[src/rtl/riscv_pkg.sv]
// Shared RV32I types for the ID stage and the ID/EX register.
// Field order of ctrl_s/data_s is fixed here; id_ex_reg relies on it.
package riscv_pkg;

  localparam int XLEN = 32;
  localparam logic [31:0] NOP_INSN = 32'h0000_0013;

  localparam logic [6:0] OP_R      = 7'b0110011;
  localparam logic [6:0] OP_I      = 7'b0010011;
  localparam logic [6:0] OP_LOAD   = 7'b0000011;
  localparam logic [6:0] OP_STORE  = 7'b0100011;
  localparam logic [6:0] OP_BRANCH = 7'b1100011;
  localparam logic [6:0] OP_JAL    = 7'b1101111;
  localparam logic [6:0] OP_JALR   = 7'b1100111;
  localparam logic [6:0] OP_LUI    = 7'b0110111;
  localparam logic [6:0] OP_AUIPC  = 7'b0010111;

  typedef enum logic [3:0] {
    ALU_ADD, ALU_SUB, ALU_SLL, ALU_SLT, ALU_SLTU,
    ALU_XOR, ALU_SRL, ALU_SRA, ALU_OR, ALU_AND
  } alu_op_e;

  typedef enum logic [2:0] {IMM_I, IMM_S, IMM_B, IMM_U, IMM_J} imm_src_e;

  typedef enum logic [1:0] {RES_ALU, RES_MEM, RES_PC4} result_src_e;

  typedef enum logic [1:0] {SRCA_REG, SRCA_PC, SRCA_ZERO} src_a_e;

  typedef struct packed {
    logic        RegWrite;
    result_src_e ResultSrc;
    logic        MemWrite;
    logic        Jump;
    logic        Jalr;
    logic        Branch;
    logic [2:0]  BranchOp;
    alu_op_e     ALUControl;
    src_a_e      ALUSrcA;
    logic        ALUSrc;
    imm_src_e    ImmSrc;
  } ctrl_s;

  typedef struct packed {
    logic [XLEN-1:0] RD1;
    logic [XLEN-1:0] RD2;
    logic [XLEN-1:0] PC;
    logic [XLEN-1:0] ImmExt;
    logic [XLEN-1:0] PCPlus4;
    logic [4:0]      Rs1;
    logic [4:0]      Rs2;
    logic [4:0]      Rd;
  } data_s;

  // alt selects SUB (funct3 000) or SRA (funct3 101); caller decides when it applies.
  function automatic alu_op_e alu_from_funct3(input logic [2:0] f3, input logic alt);
    case (f3)
      3'b000:  return alt ? ALU_SUB : ALU_ADD;
      3'b001:  return ALU_SLL;
      3'b010:  return ALU_SLT;
      3'b011:  return ALU_SLTU;
      3'b100:  return ALU_XOR;
      3'b101:  return alt ? ALU_SRA : ALU_SRL;
      3'b110:  return ALU_OR;
      default: return ALU_AND;
    endcase
  endfunction

endpackage

[src/rtl/flop_en_rst_cl.sv]
// Register with synchronous active-low reset, synchronous clear and load enable.
// Priority: reset > clear > enable.
module flop_en_rst_cl #(
  parameter int                WIDTH     = 32,
  parameter logic [WIDTH-1:0]  RESET_VAL = '0
) (
  input  logic             clk,
  input  logic             rst,
  input  logic             en,
  input  logic             clr,
  input  logic [WIDTH-1:0] d,
  output logic [WIDTH-1:0] q
);

  logic [WIDTH-1:0] q_q;

  always_ff @(posedge clk) begin
    if (!rst)     q_q <= RESET_VAL;
    else if (clr) q_q <= RESET_VAL;
    else if (en)  q_q <= d;
  end

  assign q = q_q;

endmodule

[src/rtl/regfile.sv]
// 32 x XLEN register file, 2 combinational reads, 1 write, write-first bypass.
// x0 is hard-wired to zero; active-low reset clears x1..x31 and drops a same-cycle write.
module regfile
  import riscv_pkg::*;
(
  input  logic            clk,
  input  logic            rst,
  input  logic            we,
  input  logic [4:0]      waddr,
  input  logic [XLEN-1:0] wdata,
  input  logic [4:0]      raddr1,
  input  logic [4:0]      raddr2,
  output logic [XLEN-1:0] rdata1,
  output logic [XLEN-1:0] rdata2
);

  logic [XLEN-1:0] regs_q [1:31];

  always_ff @(posedge clk) begin
    for (int i = 1; i < 32; i++) begin
      if (!rst)                          regs_q[i] <= '0;
      else if (we && waddr == 5'(i))     regs_q[i] <= wdata;
    end
  end

  function automatic logic [XLEN-1:0] read_port(input logic [4:0] a);
    if (a == 5'd0)                 return '0;
    else if (we && waddr == a)     return wdata;
    else                           return regs_q[a];
  endfunction

  assign rdata1 = read_port(raddr1);
  assign rdata2 = read_port(raddr2);

endmodule

[src/rtl/id_stage.sv]
// RV32I decode stage: IF/ID register, register file, main/ALU decoder and
// immediate generator feeding the ID/EX register.
module id_stage
  import riscv_pkg::*;
(
  input  logic            clk,
  input  logic            rst,
  input  logic            StallD,
  input  logic            FlushD,
  input  logic [31:0]     InstrF,
  input  logic [XLEN-1:0] PCF,
  input  logic [XLEN-1:0] PCPlus4F,
  input  logic            RegWriteW,
  input  logic [4:0]      RdW,
  input  logic [XLEN-1:0] ResultW,
  output ctrl_s           ctrl_d,
  output data_s           data_d,
  output logic            IllegalD
);

  localparam int IFID_W = 32 + 2 * XLEN;

  logic [IFID_W-1:0] ifid_q;
  logic [31:0]       instr_d;
  logic [XLEN-1:0]   pc_d, pc_plus4_d;
  logic [XLEN-1:0]   rd1, rd2, imm_ext;
  ctrl_s             ctrl_dec;
  logic              legal;

  flop_en_rst_cl #(
    .WIDTH     (IFID_W),
    .RESET_VAL ({NOP_INSN, {(2 * XLEN){1'b0}}})
  ) u_ifid (
    .clk (clk),
    .rst (rst),
    .en  (~StallD),
    .clr (FlushD),
    .d   ({InstrF, PCF, PCPlus4F}),
    .q   (ifid_q)
  );

  assign {instr_d, pc_d, pc_plus4_d} = ifid_q;

  regfile u_rf (
    .clk    (clk),
    .rst    (rst),
    .we     (RegWriteW),
    .waddr  (RdW),
    .wdata  (ResultW),
    .raddr1 (instr_d[19:15]),
    .raddr2 (instr_d[24:20]),
    .rdata1 (rd1),
    .rdata2 (rd2)
  );

  logic [2:0] f3;
  logic [6:0] f7;
  assign f3 = instr_d[14:12];
  assign f7 = instr_d[31:25];

  always_comb begin
    ctrl_dec = '0;
    legal    = 1'b1;
    case (instr_d[6:0])
      OP_R: begin
        ctrl_dec.RegWrite   = 1'b1;
        ctrl_dec.ALUControl = alu_from_funct3(f3, f7[5]);
        legal = (f7 == 7'b0000000) ||
                (f7 == 7'b0100000 && (f3 == 3'b000 || f3 == 3'b101));
      end
      OP_I: begin
        ctrl_dec.RegWrite   = 1'b1;
        ctrl_dec.ALUSrc     = 1'b1;
        ctrl_dec.ImmSrc     = IMM_I;
        // Only the right shift borrows funct7[5]; ADDI must never turn into SUB.
        ctrl_dec.ALUControl = alu_from_funct3(f3, (f3 == 3'b101) && f7[5]);
        if (f3 == 3'b001)      legal = (f7 == 7'b0000000);
        else if (f3 == 3'b101) legal = (f7 == 7'b0000000) || (f7 == 7'b0100000);
      end
      OP_LOAD: begin
        ctrl_dec.RegWrite  = 1'b1;
        ctrl_dec.ALUSrc    = 1'b1;
        ctrl_dec.ResultSrc = RES_MEM;
        ctrl_dec.ImmSrc    = IMM_I;
        legal = (f3 == 3'b010);
      end
      OP_STORE: begin
        ctrl_dec.MemWrite = 1'b1;
        ctrl_dec.ALUSrc   = 1'b1;
        ctrl_dec.ImmSrc   = IMM_S;
        legal = (f3 == 3'b010);
      end
      OP_BRANCH: begin
        ctrl_dec.Branch     = 1'b1;
        ctrl_dec.BranchOp   = f3;
        ctrl_dec.ImmSrc     = IMM_B;
        ctrl_dec.ALUControl = ALU_SUB;
        legal = (f3 != 3'b010) && (f3 != 3'b011);
      end
      OP_JAL: begin
        ctrl_dec.RegWrite  = 1'b1;
        ctrl_dec.Jump      = 1'b1;
        ctrl_dec.ResultSrc = RES_PC4;
        ctrl_dec.ImmSrc    = IMM_J;
        ctrl_dec.ALUSrcA   = SRCA_PC;
        ctrl_dec.ALUSrc    = 1'b1;
      end
      OP_JALR: begin
        ctrl_dec.RegWrite  = 1'b1;
        ctrl_dec.Jump      = 1'b1;
        ctrl_dec.Jalr      = 1'b1;
        ctrl_dec.ResultSrc = RES_PC4;
        ctrl_dec.ImmSrc    = IMM_I;
        ctrl_dec.ALUSrc    = 1'b1;
        legal = (f3 == 3'b000);
      end
      OP_LUI: begin
        ctrl_dec.RegWrite = 1'b1;
        ctrl_dec.ImmSrc   = IMM_U;
        ctrl_dec.ALUSrcA  = SRCA_ZERO;
        ctrl_dec.ALUSrc   = 1'b1;
      end
      OP_AUIPC: begin
        ctrl_dec.RegWrite = 1'b1;
        ctrl_dec.ImmSrc   = IMM_U;
        ctrl_dec.ALUSrcA  = SRCA_PC;
        ctrl_dec.ALUSrc   = 1'b1;
      end
      default: legal = 1'b0;
    endcase
  end

  always_comb begin
    imm_ext = '0;
    case (ctrl_dec.ImmSrc)
      IMM_I:   imm_ext = {{20{instr_d[31]}}, instr_d[31:20]};
      IMM_S:   imm_ext = {{20{instr_d[31]}}, instr_d[31:25], instr_d[11:7]};
      IMM_B:   imm_ext = {{19{instr_d[31]}}, instr_d[31], instr_d[7],
                          instr_d[30:25], instr_d[11:8], 1'b0};
      IMM_U:   imm_ext = {instr_d[31:12], 12'b0};
      IMM_J:   imm_ext = {{11{instr_d[31]}}, instr_d[31], instr_d[19:12],
                          instr_d[20], instr_d[30:21], 1'b0};
      default: imm_ext = '0;
    endcase
  end

  // An illegal instruction leaves the stage as a bubble; the data path stays live.
  assign IllegalD = ~legal;
  assign ctrl_d   = legal ? ctrl_dec : '0;

  always_comb begin
    data_d         = '0;
    data_d.RD1     = rd1;
    data_d.RD2     = rd2;
    data_d.PC      = pc_d;
    data_d.ImmExt  = imm_ext;
    data_d.PCPlus4 = pc_plus4_d;
    data_d.Rs1     = instr_d[19:15];
    data_d.Rs2     = instr_d[24:20];
    data_d.Rd      = instr_d[11:7];
  end

endmodule
[config.mk]
export PLATFORM = sky130hd
export DESIGN_NAME = id_stage
export DESIGN_NICKNAME = d
export VERILOG_FILES = /design/src/rtl/riscv_pkg.sv /design/src/rtl/flop_en_rst_cl.sv /design/src/rtl/regfile.sv /design/src/rtl/id_stage.sv
export SDC_FILE = /design/constraint.sdc
export NUM_CORES = 2
export LEC_CHECK = 0
export BUFFER_PORTS_ARGS = -buffer_cell sky130_fd_sc_hd__buf_2
export CAP_MARGIN = 20
export CELL_PAD_IN_SITES_DETAIL_PLACEMENT = 0
export CELL_PAD_IN_SITES_GLOBAL_PLACEMENT = 1
export CORE_MARGIN = 4
export CORE_UTILIZATION = 45
export CTS_CLUSTER_DIAMETER = 30
export DETAILED_ROUTE_END_ITERATION = 8
export GPL_TIMING_DRIVEN = 0
export PLACE_DENSITY = 0.8
export SLEW_MARGIN = 20
export SYNTH_ARGS = -nofsm -noshare
export SYNTH_HDL_FRONTEND = slang
export SYNTH_HIERARCHICAL = 1
export SYNTH_SLANG_ARGS = --single-unit
[constraint.sdc]
create_clock -name clk -period 4.8 [get_ports clk]
set_input_delay 0.96 -clock clk [delete_from_list [all_inputs] [get_ports clk]]
set_output_delay 0.96 -clock clk [all_outputs]
set_load 0.1 [all_outputs]
==> impl_metrics.env <==
export IMPL_setup_violations=4
export IMPL_dpl_cell_area_um2=63500
export IMPL_power_leakage_nw=26.4
export IMPL_cp_max_fo=10
export IMPL_power_mw=32.3
export IMPL_clockBufferDepth=4
export IMPL_hold_viol_final=0
export IMPL_crit_type="reg2out"
export IMPL_nFillCells=10200
export IMPL_violations="negative setup slack"
export IMPL_clock_latency_ns=0.86
export IMPL_fin_crit_sh_pct=101
export IMPL_fin_area_um2=73900
export IMPL_critPathCaptureType="primary output"
export IMPL_ys_flop_type="edfxtp_1"
export IMPL_syn_area_um2=58000
export IMPL_drtIter0Drc=7235
export IMPL_avgSynthCellArea_um2=13.5
export IMPL_fin_nets=5074
export IMPL_synthCells=4282
export IMPL_synth_edf_count=992
export IMPL_hpwl_mm=175
export IMPL_synth_top_area_share_pct=51.4
export IMPL_ant_nets=0
export IMPL_first_pass_iters=6
export IMPL_die_h_um=367
export IMPL_hold_slack_ns=0.305
export IMPL_worstSetupStartpointType="register"
export IMPL_die_x_um=367
export IMPL_cts_tree="done"
export IMPL_utilization_pct=57.8
export IMPL_drive_gt1_share_pct=31.1
export IMPL_start_util_pct=45.4
export IMPL_ctsRootBufferMaster="clkbuf_16"
export IMPL_ctsHoldBuffers=0
export IMPL_cts_num_sinks=1088
export IMPL_status="complete, but fails checks"
export IMPL_period_needed_ns=4.84
export IMPL_clkSlewWorstSetupHoldPaths_ns=0.05
export IMPL_yosysMostFrequentCell="and2_1"
export IMPL_core_area_um2=128000
export IMPL_area_delta_synth_final_pct=27.5
export IMPL_port_buffers=329
export IMPL_cts_buffers=274
export IMPL_async_flop_share_pct=0
export IMPL_max_slew_margin_pct=18.8
export IMPL_vias_per_cell=6.60
export IMPL_ys_warnings_count=6
export IMPL_grt_pass1_vias=44100
export IMPL_min_path_type="in2reg"
export IMPL_synth_seq_area_share_pct=54.7
export IMPL_skew_ns=0
export IMPL_dieArea_um2=135000
export IMPL_grt_usage_pct=34.5
export IMPL_worstMarginPinSlew_ns=1.22
export IMPL_antenna_found_initial=9
export IMPL_cpMaxStageDelayCell="clkbuf_2"
export IMPL_register_area_um2=31700
export IMPL_drv_cap=0
export IMPL_syn_num_nets=4420
export IMPL_wire_per_inst_um=35.0
export IMPL_drv_slew=0
export IMPL_synth_cell_type_count=64
export IMPL_postRouteWirelength_mm=238
export IMPL_synth_common_cells="1004 x and2_1, 992 x edfxtp_1, 386 x mux4_2"
export IMPL_vias=44800
export IMPL_worstPathArrival_ns=3.88
export IMPL_ys_ff_latch=1088
export IMPL_grt_ovfl_total=0
export IMPL_num_io_pins=334
export IMPL_multi_input_area_um2=25300
export IMPL_synth_top_area_cell="edfxtp_1"
export IMPL_worst_ir_drop_vdd_v=0.000329
export IMPL_htreeDepth=5
export IMPL_grt_max_degree=22
export IMPL_timing_fmax_ghz=0.207
export IMPL_worstPathCellList="buf_2 > clkbuf_4 > clkbuf_2 > mux4_2 > o22ai_1 > nor2_4 > buf_6"
export IMPL_setup_ws_ns=-0.0382
export IMPL_dp_worst_setup_slack_ns=-0.946
export IMPL_synthTopCellsByArea="edfxtp_1 51%, mux4_2 15%, and2_1 11%"
export IMPL_cp_required_ns=3.84
export IMPL_drc=0
export IMPL_slowest_delay_ns=0.48
export IMPL_grt_pass1_wl_mm=327
export IMPL_num_rows=131
export IMPL_powerDensity_nw_per_um2=437
export IMPL_gp_congestion=1.02
[cell type report]
cell class	count	share of cell area, %
Antenna cell	7	0.0237
Buffer	461	3.84
Clock buffer	317	9.74
Clock inverter	149	2.04
Inverter	3	0.0152
Multi-Input combinational cell	2727	34.2
Sequential cell	1088	42.9
Tap cell	1662	2.81
Timing Repair Buffer	381	4.44
[worst max-delay path: cells and delay by family (launching register included)]
family | cells | cell delay [ns]
AO/OA/AOI/OAI | 1 | 0.36
multiplexers | 1 | 0.45
AND/OR/NAND/NOR | 1 | 0.13
buffers and inverters | 4 | 1.59
flip-flops | 1 | 0.45
[cell families after synthesis]
logic type	count (synthesis)	share of synthesized area (%)
AOI/OAI and AO/OA	581	7.06
xor gates and xnor gates	10	0.151
and+or+nand+nor	1430	14.0
muxes	706	20.6
DFF	1088	54.7
buffers and inverters	467	3.58
[path summary, 6_finish.rpt]
check	endpoint	cells after the start	startpoint	slack, ns
worst max-delay path	data_d[111]	7	u_ifid/q[87]	-0.04
worst min register to register	u_ifid/q[28]	2	u_ifid/q[28]	0.48
worst min-delay path	u_ifid/q[65]	2	InstrF[1]	0.31
worst max register to register	u_ifid/q[88]	2	u_ifid/q[88]	3.74
[state kept, by name (all words and copies together) (netlist names)]
name / cells
u_ifid/q: 96
u_rf/regs_q: 992
[metrics by stage]
step	std cells	setup TNS (ns)
5_1_grt	6788	-0.000760
2_1_floorplan	4282	0
6_report	6795	-0.0607
3_3_place_gp	6273	-2433.35
4_1_cts	6787	-0.0294
3_5_place_dp	6323	-27.24
[cell usage in the layout (no fill, tap or decap), types with 18 or more instances in the layout]
cell type,instances
and2_1,1003
edfxtp_1,992
mux4_2,386
buf_2,295
clkbuf_16,282
clkbuf_1,260
mux2i_1,256
nor2_1,255
dfxtp_1,94
buf_6,77
nand2_1,68
o21ai_0,66
a211oi_1,64
buf_4,61
o22ai_1,56
clkbuf_2,56
a22oi_1,50
clkinv_2,47
o211ai_1,44
buf_16,44
clkinv_1,41
clkbuf_4,40
mux2_2,38
a21oi_1,37
a31oi_2,31
o21ai_4,31
o221ai_1,30
o2bb2ai_1,29
o22a_1,29
bufinv_16,28
buf_8,26
a32o_1,22
a21o_1,21
nand3_1,18
clkinvlp_4,18
[repair_timing]
| item | 4_1_cts | 5_1_grt |
|---|---|---|
| resized for setup | 490 | 110 |
| buffers inserted | 0 | 1 |
| pin swaps | 5 | 11 |
| setup endpoints to repair | 64 | 63 |
| cloned | 0 | 0 |
[per-layer routing]
layer / wire, um / vias to the layer above / track usage, %
li1: - / 17700 / -
met3: 34100 / 858 / 12.0
met5: 25 / - / 0
met4: 17800 / 4 / 22.4
met1: 84000 / 22400 / 44.4
met2: 102000 / 3880 / 49.6
[where the power goes]
group / internal (mW) / total, mW / switching (mW)
Combinational: 1.18 / 3.64 / 2.46
Clock: 12.1 / 17.5 / 5.46
Sequential: 10.9 / 11.2 / 0.290
Power figures use the tool's default switching activity.
